File: src/rtl/sd_host_regbank.sv
// Multi-slot SD host register bank: CPU req/ack access, W1C interrupt status,
// command-start pulses and per-slot irq. Define SD_REGBANK_ADMA64_EN for 64-bit ADMA addresses.
module sd_host_regbank #(
  parameter int NUM_SLOTS = 1,
  parameter int ADDR_W    = 12
) (
  input  logic                      CLK,
  input  logic                      rst_L,
  input  logic                      req,
  input  logic                      wr_en,
  input  logic [ADDR_W-1:0]         addr,
  input  logic [31:0]               wr_data,
  input  logic [3:0]                wr_be,
  output logic [31:0]               rd_data,
  output logic                      ack,
  input  logic [32*NUM_SLOTS-1:0]   hw_psr,
  input  logic [16*NUM_SLOTS-1:0]   hw_nisr_set,
  input  logic [16*NUM_SLOTS-1:0]   hw_eisr_set,
  input  logic [NUM_SLOTS-1:0]      hw_resp_wr,
  input  logic [32*NUM_SLOTS-1:0]   hw_resp_data,
  input  logic [NUM_SLOTS-1:0]      hw_blk_dec,
  output logic [12*NUM_SLOTS-1:0]   blk_size,
  output logic [16*NUM_SLOTS-1:0]   blk_cnt,
  output logic [32*NUM_SLOTS-1:0]   cmd_arg,
  output logic [16*NUM_SLOTS-1:0]   xfer_mode,
  output logic [16*NUM_SLOTS-1:0]   cmd_reg,
  output logic [64*NUM_SLOTS-1:0]   adma_addr,
  output logic [NUM_SLOTS-1:0]      cmd_start,
  output logic [NUM_SLOTS-1:0]      irq
);
  localparam int SLOT_W = ADDR_W - 8;
  localparam logic [5:0] OFF_BLK = 6'h01, OFF_ARG = 6'h02, OFF_CMD = 6'h03, OFF_RESP = 6'h04,
                         OFF_PSR = 6'h09, OFF_ISR = 6'h0C, OFF_IER = 6'h0D,
                         OFF_ADL = 6'h16, OFF_ADH = 6'h17;

  typedef enum logic {IDLE = 1'b0, ACK = 1'b1} state_t;
  state_t state, state_nxt;

  logic                       accept, wr_acc;
  logic [SLOT_W-1:0]          slot_idx;
  logic [5:0]                 offset;
  logic [31:0]                be_mask, rd_sel;
  logic [NUM_SLOTS-1:0][31:0] slot_rd;
  logic                       unused_addr;

  assign slot_idx    = addr[ADDR_W-1:8];
  assign offset      = addr[7:2];
  assign be_mask     = {{8{wr_be[3]}}, {8{wr_be[2]}}, {8{wr_be[1]}}, {8{wr_be[0]}}};
  assign unused_addr = ^addr[1:0];
  assign wr_acc      = accept & wr_en;

  always_ff @(posedge CLK or negedge rst_L)
    if (!rst_L) state <= IDLE;
    else        state <= state_nxt;

  always_comb begin
    state_nxt = state;
    case (state)
      IDLE:    if (req) state_nxt = ACK;
      default: state_nxt = IDLE;
    endcase
  end

  always_comb begin
    accept = (state == IDLE) && req;
    ack    = (state == ACK);
  end

  // Unmapped slots fall through to 0.
  always_comb begin
    rd_sel = '0;
    for (int i = 0; i < NUM_SLOTS; i++)
      if (slot_idx == SLOT_W'(i)) rd_sel = slot_rd[i];
  end

  always_ff @(posedge CLK or negedge rst_L)
    if (!rst_L)                rd_data <= '0;
    else if (accept && !wr_en) rd_data <= rd_sel;

  for (genvar s = 0; s < NUM_SLOTS; s++) begin : g_slot
    logic        sel, cmd_inh, cr_ok, bcr_wr, irq_q, cs_q, unused_nisr15;
    logic [11:0] bsr_q;
    logic [15:0] bcr_q, tmr_q, cr_q, eisr_q;
    logic [14:0] nisr_q;
    logic [31:0] arg_q, resp_q, ier_q, adl_q, adh_q, w1c, rd_v;
    logic [31:0] blk_m, cmd_m, arg_m, ier_m, adl_m;

    assign sel     = wr_acc && (slot_idx == SLOT_W'(s));
    assign cmd_inh = hw_psr[s*32];
    assign cr_ok   = sel && (offset == OFF_CMD) && !cmd_inh;
    assign bcr_wr  = sel && (offset == OFF_BLK) && |wr_be[3:2];
    assign blk_m   = ({bcr_q, 4'h0, bsr_q} & ~be_mask) | (wr_data & be_mask);
    assign cmd_m   = ({cr_q, tmr_q} & ~be_mask) | (wr_data & be_mask);
    assign arg_m   = (arg_q & ~be_mask) | (wr_data & be_mask);
    assign ier_m   = (ier_q & ~be_mask) | (wr_data & be_mask);
    assign adl_m   = (adl_q & ~be_mask) | (wr_data & be_mask);
    assign w1c     = (sel && offset == OFF_ISR) ? (wr_data & be_mask) : '0;
    assign unused_nisr15 = hw_nisr_set[s*16+15];

    always_ff @(posedge CLK or negedge rst_L)
      if (!rst_L) begin
        bsr_q <= '0; bcr_q <= '0; arg_q <= '0; tmr_q <= '0; cr_q <= '0; resp_q <= '0;
        nisr_q <= '0; eisr_q <= '0; ier_q <= '0; adl_q <= '0; irq_q <= 1'b0; cs_q <= 1'b0;
      end else begin
        if (sel && offset == OFF_BLK) bsr_q <= blk_m[11:0];
        // CPU write to BCR takes priority over a concurrent decrement.
        if (bcr_wr)                          bcr_q <= blk_m[31:16];
        else if (hw_blk_dec[s] && bcr_q != 0) bcr_q <= bcr_q - 16'd1;
        if (sel && offset == OFF_ARG) arg_q <= arg_m;
        if (sel && offset == OFF_CMD) tmr_q <= cmd_m[15:0];
        if (cr_ok)                    cr_q  <= cmd_m[31:16];
        if (hw_resp_wr[s])            resp_q <= hw_resp_data[s*32 +: 32];
        // Set is OR'ed after the clear so a coincident set wins.
        nisr_q <= (nisr_q & ~w1c[14:0])  | hw_nisr_set[s*16 +: 15];
        eisr_q <= (eisr_q & ~w1c[31:16]) | hw_eisr_set[s*16 +: 16];
        if (sel && offset == OFF_IER) ier_q <= ier_m;
        if (sel && offset == OFF_ADL) adl_q <= adl_m;
        irq_q <= |(nisr_q & ier_q[14:0]) | |(eisr_q & ier_q[31:16]);
        cs_q  <= cr_ok && wr_be[3];
      end

`ifdef SD_REGBANK_ADMA64_EN
    always_ff @(posedge CLK or negedge rst_L)
      if (!rst_L)                         adh_q <= '0;
      else if (sel && offset == OFF_ADH)  adh_q <= (adh_q & ~be_mask) | (wr_data & be_mask);
`else
    assign adh_q = '0;
`endif

    always_comb begin
      rd_v = '0;
      case (offset)
        OFF_BLK:  rd_v = {bcr_q, 4'h0, bsr_q};
        OFF_ARG:  rd_v = arg_q;
        OFF_CMD:  rd_v = {cr_q, tmr_q};
        OFF_RESP: rd_v = resp_q;
        OFF_PSR:  rd_v = hw_psr[s*32 +: 32];
        OFF_ISR:  rd_v = {eisr_q, |eisr_q, nisr_q};
        OFF_IER:  rd_v = ier_q;
        OFF_ADL:  rd_v = adl_q;
        OFF_ADH:  rd_v = adh_q;
        default:  rd_v = '0;
      endcase
    end

    assign slot_rd[s]             = rd_v;
    assign blk_size[s*12 +: 12]   = bsr_q;
    assign blk_cnt[s*16 +: 16]    = bcr_q;
    assign cmd_arg[s*32 +: 32]    = arg_q;
    assign xfer_mode[s*16 +: 16]  = tmr_q;
    assign cmd_reg[s*16 +: 16]    = cr_q;
    assign adma_addr[s*64 +: 64]  = {adh_q, adl_q};
    assign cmd_start[s]           = cs_q;
    assign irq[s]                 = irq_q;
  end
endmodule
File: config.mk
export PLATFORM = sky130hd
export DESIGN_NAME = sd_host_regbank
export DESIGN_NICKNAME = d
export VERILOG_FILES = /design/src/rtl/sd_host_regbank.sv
export SDC_FILE = /design/constraint.sdc
export NUM_CORES = 1
export LEC_CHECK = 0
export BUFFER_PORTS_ARGS = -buffer_cell sky130_fd_sc_hd__buf_2
export CORE_ASPECT_RATIO = 1.75
export CORE_MARGIN = 5
export CORE_UTILIZATION = 53
export CTS_BUF_LIST = sky130_fd_sc_hd__clkbuf_8
export DETAILED_ROUTE_END_ITERATION = 7
export GPL_TIMING_DRIVEN = 1
export PLACE_DENSITY = 0.81
export SETUP_SLACK_MARGIN = 0.2
export SLEW_MARGIN = 20
export SYNTH_ARGS = -nofsm -noshare
export SYNTH_HDL_FRONTEND = slang
export SYNTH_SLANG_ARGS = --single-unit
File: constraint.sdc
create_clock -name CLK -period 4.6 [get_ports CLK]
set_input_delay 1.15 -clock CLK [delete_from_list [all_inputs] [get_ports CLK]]
set_output_delay 1.15 -clock CLK [all_outputs]
set_load 0.03 [all_outputs]
==> results.md <==
- Setup TNS: 0 ps
- CP Capture Type: flip-flop
- Min cycle time layout: roughly 3200 ps
- Filler instances: 1,788
- Total number of vias: 10.4k
- Post-synth EDFFs: 0
- Core area: 22,700 µm²
- Hold Path Cell Cnt: 2
- Synthesized area: 12,200 µm²
- Comb power frac: 14.1%
- # resized after CTS: 0
- Crit path largest cell delay: 780 ps
- Tightest Pin Transition: 1000 ps
- Sw frac: 28.3%
- Seq cells post-synth: 254
- Port Buffer Count: 305
- # clock sinks: 254
- Post-Syn Area per Cell: 11.8 µm²
- H-tree depth: 2
- Clock share of power: 37.9%
- Hold Path End: rd_data[22]$_DFFE_PN0P_
- Kind of critical path: primary input to flip-flop
- FP Rows: 73
- Starting Density: 53.7%
- Buf/Inv on CP: 2
- Worst Slack Setup Final: between 1000 and 1500 ps
- Status: finished, final reports clean
- Clock transition at the registers of the reported paths: 70 ps
- Io pins: 341
- Clk_skew: around 15 ps
- Die X: 125 µm
- Vias per cell: 6.12
- CP cell instances: buf_2, nor4_4, nand3_1, nor2_1, buf_4, mux2_2
- Relative slew slack: 33.3%
- Register area share after synthesis: 52.1%
- Top cell type by total area after synthesis: dfrtp_1
- Worst VDD drop: 0.266 mV
- Hold Startpoint: rd_data[22]$_DFFE_PN0P_
- Sequential Power Share: 48.0%
- Post-synth cell types: 61
- Top_reg_cell synth: dfrtp_1
- Post-detailed-routing wire length: 41.9 mm
- Crit Path Max Fanout: 12
- Pwr per Cell Area: between 300 and 400 nW/µm²
- Drt drc: 0
- Worst-case clock buffer depth: 3
- Nets: 1,518
- DP Wirelength: 31.2 mm
- First-pass GRT wire length: 63.7 mm
- Post-CTS setup buffer count: 0
- Top-area cell type share of the netlist area: 52.1%
- Int Pwr: roughly 3600 µW
- DRT iter0 DRCs: 1,055
- CP max stage cell: nor4_4
- Max capacitance violation total: 0
- Initial antenna violation count: 9
- Worst min path class: flip-flop to flip-flop
- Ys Warns: 0
- Mapped Cells: roughly 1.0k
- P&R area growth vs syn: 22.2%
- Die ar.: roughly 26,000 µm²
- Dpl cells: 1,626
- Vias in the first global route: 11.1k
- Non-Filler Instances: 1,702
- Fmax: 308 MHz
- Hold buffers post-CTS: 0
- Max-slew violation count: 0
- Die Y: around 210 µm
- Critical path launch point: addr[4]
- Final hold violation count: 0
- CTS tree: yes
- Commonest non-fill, non-tap cells in the layout: buf_2 (303), dfrtp_1 (254), mux2_2 (183), nand2_1 (108), nor2_1 (63)
- Root Buffer: clkbuf_8
- Most common cell after layout, fill and taps aside: buf_2
- Crit share post-route: 70.6%
- Main area contributors after synthesis: dfrtp_1 (52%), mux2_2 (17%), nand2_1 (3.3%)
- Worst r2r path cells: 6
- Largest net degree at the start of global routing: 90
- Req. time, crit path: 4980 ps
- Type of origin of the critical path: primary input
- Final ANT Viol Nets: 0
- 1st-pass router iterations: 7
- Worst Path Arrival: 3630 ps
- R2R Setup Slk: 1890 ps
- Pre-CTS setup slack: between 800 and 900 ps
- Finish-stage setup viols: 0
- RSZ-0062 raised after global routing: no
- Crit path depth: 6
- Wire per inst: roughly 25 µm
- Sw power: 1420 µW
- Total track usage: 31.1%
- Clock Latency Late Sink: about 500 ps
- Ratio of cells with drive above 1 in the final layout: 42.5%
- Leakage: between 0.007 and 0.008 µW
- Top cell family by delay on the critical path: simple AND/OR/NAND/NOR gates
- Async S/R FF share, synth: between 90% and 100%
- GP Congestion: 0.971
- Grt ovf: 0
- CTS Buf Count: 38
synthesized netlist by cell type (2+ instances only):
library cell and number:
dfrtp_1 254, nand3_1 13, a311o_1 2, or3_1 4, ha_1 2, buf_4 32, nor2b_1 4, nand3b_1 2
a211oi_1 5, nand2_1 108, a22o_1 30, a21o_1 34, inv_1 4, nor2_1 64, and2_1 2, a22oi_1 17
a221o_1 28, mux2i_1 33, a31oi_1 2, clkbuf_1 37, or4_1 3, a221oi_1 37, nand4b_1 2, and4b_1 2
o211a_1 5, mux2_1 6, nor3_1 10, nor4_1 6, buf_1 9, a222oi_1 5, nand2b_1 2, o21ai_0 42
mux2_2 183, nand4_1 5, buf_2 2, a21oi_1 16
power groups by stage:
stage	combinational [µW]	clock [µW]	sequential (µW)
2_1_floorplan	361	0	2500
3_3_place_gp	695	0	2440
3_5_place_dp	702	0	2450
4_1_cts	704	1930	2400
5_1_grt	759	2030	2420
6_report	708	1900	2410
layer usage:
| layer | GRT usage (%) | vias to the layer above | share of wire, % |
|---|---|---|---|
| li1 | - | 4501 | - |
| met1 | 33.6 | 5198 | 34 |
| met2 | 57.3 | 579 | 54 |
| met3 | 6.22 | 138 | 7.3 |
| met4 | 15.6 | 2 | 5.0 |
| met5 | 0 | - | 0.031 |
worst max path at each step:
stage	endpoint	slack (ps)
5_1_grt	flip-flop	1200
3_3_place_gp	g_slot[0].nisr_q[4]$_DFF_PN0_	780
4_1_cts	flip-flop	1400
2_1_floorplan	flip-flop	1420
6_report	flip-flop	1350
3_5_place_dp	flip-flop	850
cell type report:
class                      instances  area, µm²  share of cell area (%)
clock buffer                      50        688                    4.61
timing repair buffer             338       1800                    12.1
clock inverter                    18        103                   0.688
inverter                           5       18.8                   0.126
antenna                            8       20.0                   0.134
tap                              300        375                    2.52
multi-input combinational        729       5560                    37.3
sequential                       254       6360                    42.6
kinds of logic after synthesis:
group,count (synthesis),share of synthesized area [%]
other,1,0.0307
flip-flops,254,52.1
adder cells (fa/ha/maj),2,0.205
buffers and inverters,85,3.62
AND/OR/NAND/NOR,238,8.87
multiplexers,222,20.1
AO/OA/AOI/OAI,235,15.1
per-stage QoR:
step	total power, µW	instance area, µm²	util [%]	hold slack [ps]
5_1_grt	5200	14900	65.6	505
6_report	5020	14900	65.6	477
2_1_floorplan	2860	12300	-	471
3_5_place_dp	3150	14100	62.0	464
4_1_cts	5040	14900	65.5	478
3_3_place_gp	3140	14100	62.0	456
tightest hold or removal path, delay by kind of cell (launching register included):
family / cells / cell delay (ps)
AOI/OAI and AO/OA: 1 / 60
DFF: 1 / 340
and+or+nand+nor: 1 / 50
(Power assumes the default switching activity.)
